File: config.mk
export PLATFORM = sky130hd
export DESIGN_NAME = fp16_dot_accum
export DESIGN_NICKNAME = d
export VERILOG_FILES = /design/src/rtl/fp16_dot_accum_pkg.sv /design/src/rtl/fp16_dot_accum_fp16add.sv /design/src/rtl/fp16_dot_accum.sv
export SDC_FILE = /design/constraint.sdc
export NUM_CORES = 1
export LEC_CHECK = 0
export BUFFER_PORTS_ARGS = -buffer_cell sky130_fd_sc_hd__buf_4
export CORE_ASPECT_RATIO = 0.9
export CORE_MARGIN = 2
export CORE_UTILIZATION = 63
export CTS_CLUSTER_DIAMETER = 150
export DETAILED_ROUTE_END_ITERATION = 12
export PLACE_DENSITY = 0.83
export SYNTH_ARGS = -nofsm -noshare
export SYNTH_HDL_FRONTEND = slang
export SYNTH_SLANG_ARGS = --single-unit
File: constraint.sdc
create_clock -name clk -period 11.9 [get_ports clk]
set_clock_uncertainty 0.05 [all_clocks]
set_input_delay 1.19 -clock clk [delete_from_list [all_inputs] [get_ports clk]]
set_output_delay 1.19 -clock clk [all_outputs]
set_load 0.02 [all_outputs]
File: src/rtl/fp16_dot_accum_pkg.sv
// Shared FP16 format constants, field struct and helpers for the vertex-transform adders.
package fp16_pkg;
  localparam int EXP_W     = 5;
  localparam int MANT_W    = 10;
  localparam int FP16_BIAS = 15;
  localparam logic [15:0] FP16_MAX_POS = 16'h7BFF;
  localparam logic [15:0] FP16_MAX_NEG = 16'hFBFF;

  typedef struct packed {
    logic              sign;
    logic [EXP_W-1:0]  exp;
    logic [MANT_W-1:0] mant;
  } fp16_t;

  typedef enum logic {ST_IDLE = 1'b0, ST_ACC = 1'b1} acc_state_e;

  // Leading-zero count of an 11-bit significand (11 when all zero).
  function automatic logic [EXP_W-1:0] lzc11(input logic [MANT_W:0] v);
    lzc11 = EXP_W'(MANT_W + 1);
    for (int i = 0; i <= MANT_W; i++)
      if (v[i]) lzc11 = EXP_W'(MANT_W - i);
  endfunction
endpackage

File: src/rtl/fp16_dot_accum_fp16add.sv
// Combinational FP16 adder: flush-to-zero, truncating, saturating at the largest finite magnitude.
module fp16add
  import fp16_pkg::*;
(
  input  logic [15:0] a,
  input  logic [15:0] b,
  output logic [15:0] y,
  output logic        ovf
);
  fp16_t             fa, fb, big, sml;
  logic [EXP_W-1:0]  d, lz;
  logic [MANT_W:0]   sig_b, sig_al, diff;
  logic [MANT_W+1:0] total;
  logic [MANT_W-1:0] norm;

  always_comb begin
    fa     = fp16_t'(a);
    fb     = fp16_t'(b);
    big    = ({fa.exp, fa.mant} >= {fb.exp, fb.mant}) ? fa : fb;
    sml    = ({fa.exp, fa.mant} >= {fb.exp, fb.mant}) ? fb : fa;
    d      = big.exp - sml.exp;
    sig_b  = {1'b1, big.mant};
    sig_al = {1'b1, sml.mant} >> d;
    total  = {1'b0, sig_b} + {1'b0, sig_al};
    diff   = sig_b - sig_al;
    lz     = lzc11(diff);
    norm   = MANT_W'(diff << lz);
    y      = 16'h0000;
    ovf    = 1'b0;
    if (big.exp == '0) begin
      y = 16'h0000;
    end else if (sml.exp == '0) begin
      y = big;
    end else if (big.sign == sml.sign) begin
      if (total[MANT_W+1]) begin
        // A carry out of exponent 30 or 31 cannot be represented below 0x7BFF.
        if (big.exp >= EXP_W'(30)) begin
          y   = big.sign ? FP16_MAX_NEG : FP16_MAX_POS;
          ovf = 1'b1;
        end else begin
          y = {big.sign, EXP_W'(big.exp + EXP_W'(1)), total[MANT_W:1]};
        end
      end else begin
        y = {big.sign, big.exp, total[MANT_W-1:0]};
      end
    end else begin
      if (diff == '0 || big.exp <= lz) y = 16'h0000;
      else                             y = {big.sign, EXP_W'(big.exp - lz), norm};
    end
  end
endmodule

File: src/rtl/fp16_dot_accum.sv
// Streaming FP16 group accumulator: sums up to MAX_TERMS products and pulses the result.
module fp16_dot_accum
  import fp16_pkg::*;
#(
  parameter int MAX_TERMS = 4
)(
  input  logic        clk,
  input  logic        rst,
  input  logic [15:0] prod,
  input  logic        in_valid,
  input  logic        in_last,
  output logic [15:0] sum,
  output logic        out_valid,
  output logic        out_ovf
);
  acc_state_e  state;
  logic [3:0]  cnt;
  logic [15:0] acc, add_a, acc_next;
  logic        ovf, add_ovf, close;

  // Opening beat adds to +0 so a denormal first term is flushed like any other.
  assign add_a = (state == ST_ACC) ? acc : 16'h0000;
  assign close = in_last || (({1'b0, cnt} + 5'd1) == 5'(MAX_TERMS));

  fp16add u_add (.a(add_a), .b(prod), .y(acc_next), .ovf(add_ovf));

  always_ff @(posedge clk or negedge rst) begin
    if (!rst) begin
      state     <= ST_IDLE;
      cnt       <= '0;
      acc       <= '0;
      ovf       <= 1'b0;
      sum       <= '0;
      out_valid <= 1'b0;
      out_ovf   <= 1'b0;
    end else begin
      out_valid <= 1'b0;
      if (in_valid) begin
        if (close) begin
          sum       <= acc_next;
          out_ovf   <= ovf | add_ovf;
          out_valid <= 1'b1;
          acc       <= '0;
          cnt       <= '0;
          ovf       <= 1'b0;
          state     <= ST_IDLE;
        end else begin
          acc   <= acc_next;
          cnt   <= cnt + 4'd1;
          ovf   <= ovf | add_ovf;
          state <= ST_ACC;
        end
      end
    end
  end
endmodule

==> impl_metrics.yaml <==
logic_synthesis:
  synth_cell_types: 88
  yosysMostFrequentCell: "nand2_1"
  ys_warn_count: 0
  synth_simple_gate_area_frac: 0.2176
  synth_compound_area_frac: 0.3413
  synthMuxAreaShare: 0.03907
  synthXorXnorAreaFrac: 0.02672
  synth_top_area_cell: "dfrtp_1"
  synth_edf_count: 0
  ys_seq_area_frac: 0.1796
  synth_area_leaders: "dfrtp_1 (18%), ha_1 (10%), nand2_1 (6.1%), a21oi_1 (5.4%), inv_1 (5.0%)"
  synth.ff_latch_count: 40
  synth_top_area_frac: 0.1796
  syn_avg_cell_area_um2: 7.362
  syn_nets: 825
  yosys_most_used_dff: "dfrtp_1"
  synth_top_family_by_area: "compound AO/OA/AOI/OAI gates"
  syn_area_mm2: 0.005573
  syn_inst: 757
  synth_commonest_cells: "nand2_1 (90), inv_1 (74), a21oi_1 (60), nor2_1 (59), o21ai_0 (50)"
  synth_adder_area_share: 0.1118
  async_flop_share: 1.000
worst_setup_path:
  worst-setup-path-type: "reg2reg"
  crit_fanout: 29
  cpMostUsedCell: "nand2_1"
  crit_family: "compound AO/OA/AOI/OAI gates"
  cpMaxStageDelayCell: "dfrtp_1"
  start_kind: "flop"
  crit_buf_inv: 3
  end_kind: "flop"
  cpPeakStageDelay_ps: 760
  arrival_ps: 10500
  worstPathRequired_ps: 12050
cells_and_area:
  layoutNonFillerInstCount: 889
  n_antenna_cell: 0
  drive_above_1_share: 0.1156
  areaGrowthSynthToFinish_pct: 7.027
  finalInstanceArea_mm2: 0.005964
  fillers: 726
  nets: 837
cts:
  clock-root-buffer: "clkbuf_8"
  path_clk_slew_ps: 90
  cts_hold_buf: 0
  cts_setup_buffers: 0
  cts_tree: "built"
  cts.sinks: 40
  clk-insertion-delay-late_ps: 300
  ctsResizeCount: 0
  cts_buffers: 5
  cts.path.max_buffers: 2
  htree_num_levels: 2
floorplan:
  rows: 32
  ios: 38
  initial_core_util: 0.6504
  die-width_um: 103.1
  die_height_um: 93.23
  dieArea_mm2: 0.009615
  core_mm2: 0.008568
min_path:
  hp-class: "reg2reg"
detailed_routing:
  first_iter_violations: 877
  ant_nets: 0
  routedWlPerCell_um: 20.35
  route.vias.total: 6091
  drc: 0
  via_per_inst: 6.852
  drt_wl_total_mm: 18.09
  drtPass1Iterations: 7
grt:
  grt_use_total: 0.3836
  overflow: 0
  grt_start_max_net_pins: 41
  grt_pass1_wl_mm: 28.98
  grt_pass1_vias: 5748
  antenna_found_initial: 0
placed_design:
  dp_hpwl_mm: 14.26
  placed_cell_area_mm2: 0.005849
  place_congestion: 1.031
  place_inst: 881
  port-buffer-count: 37
sta:
  relSlewSlack: 0.2275
  min_period_ps: 10350
  grt_setup_unrepaired: "false"
  setup_tns_ps: 0
  finalSetupViolCount: 0
  timing.final.crit_share: 0.8697
  final_max_slew_viol_count: 0
  max_freq_mhz: 96.62
  hold_violations: 0
  hold_ws_ps: 448.7
  worstMarginPinSlew_ps: 1147
power_and_ir_drop:
  power_leakage_nw: 2.752
  ir_drop_uv: 106.2
  power.density_mw_per_mm2: 204.2
run_status:
  status: "complete, no violations"
job:
  drv_cap: 0
tightest hold or removal path: cells and delay by family, from the launching register on:
kind            cells  cell delay [ps]
flops               1              360
compound gates      1               60
simple gates        1               50
flip-flops by register name, indices dropped and copies added, names as in the netlist:
register   count
out_ovf        1
sum           16
ovf            1
cnt            4
out_valid      1
acc           16
state          1
final timing paths:
check,start,end,slack [ps],cells after the start
max,state,sum[3],1550,36
min,sum[10],sum[10],450,2
max reg2reg,state,sum[3],1550,36
min reg2reg,sum[10],sum[10],450,2
max in group asynchronous,rst,acc[15],10640,1
min in group asynchronous,rst,acc[3],800,1
area by class of cell:
cell class                      instances  area (um^2)  share of cell area
Clock inverter                          3        46.29            0.007762
Timing Repair Buffer                   42        315.3             0.05286
Sequential cell                        40         1001              0.1678
Inverter                               74        277.8             0.04657
Tap cell                              119        148.9             0.02496
Clock buffer                            5        68.82             0.01154
Multi-Input combinational cell        606         4106              0.6885
cells by family (layout without fill, tap and decap cells):
group,count (synthesis),in the layout
adders and majority gates,48,48
buffers and inverters,111,124
and+or+nand+nor,253,253
AOI/OAI and AO/OA,268,268
muxes,20,20
xor gates and xnor gates,17,17
DFF,40,40
where the power goes:
part / internal, mW / total [mW] / switching [mW]
Combinational: 0.309 / 0.893 / 0.584
Sequential: 0.176 / 0.207 / 0.0310
Clock: 0.0632 / 0.117 / 0.0542
Total: 0.549 / 1.22 / 0.669
layer usage:
metal | GRT usage | wire length (um) | vias up
met1 | 0.5351 | 7449 | 2819
met3 | 0.06203 | 1839 | 66
met2 | 0.5823 | 7876 | 406
li1 | - | - | 2800
met4 | 0.1667 | 928 | 0
met5 | 0 | 0 | -
layout by cell type (no fill, tap or decap), types with 9 or more instances in the layout:
master	n
a211oi_1	12
a21o_1	9
a21oi_1	60
a31oi_1	12
buf_4	42
dfrtp_1	40
ha_1	45
inv_1	74
mux2i_1	15
nand2_1	90
nand2b_1	9
nand3_1	25
nand4_1	11
nor2_1	58
nor3_1	17
o21ai_0	48
o21ai_1	14
o2bb2ai_1	9
o31ai_1	10
xnor2_1	13
through the flow:
step           power [mW]  utilization  setup slack, ps
2_1_floorplan      0.8311            -             2845
3_3_place_gp        1.056       0.6827             1844
3_5_place_dp        1.064       0.6827             1621
4_1_cts             1.183       0.6961             1907
5_1_grt             1.294       0.6961            822.2
6_report            1.218       0.6961             1551
No activity file was read; power rests on OpenSTA's default activity.
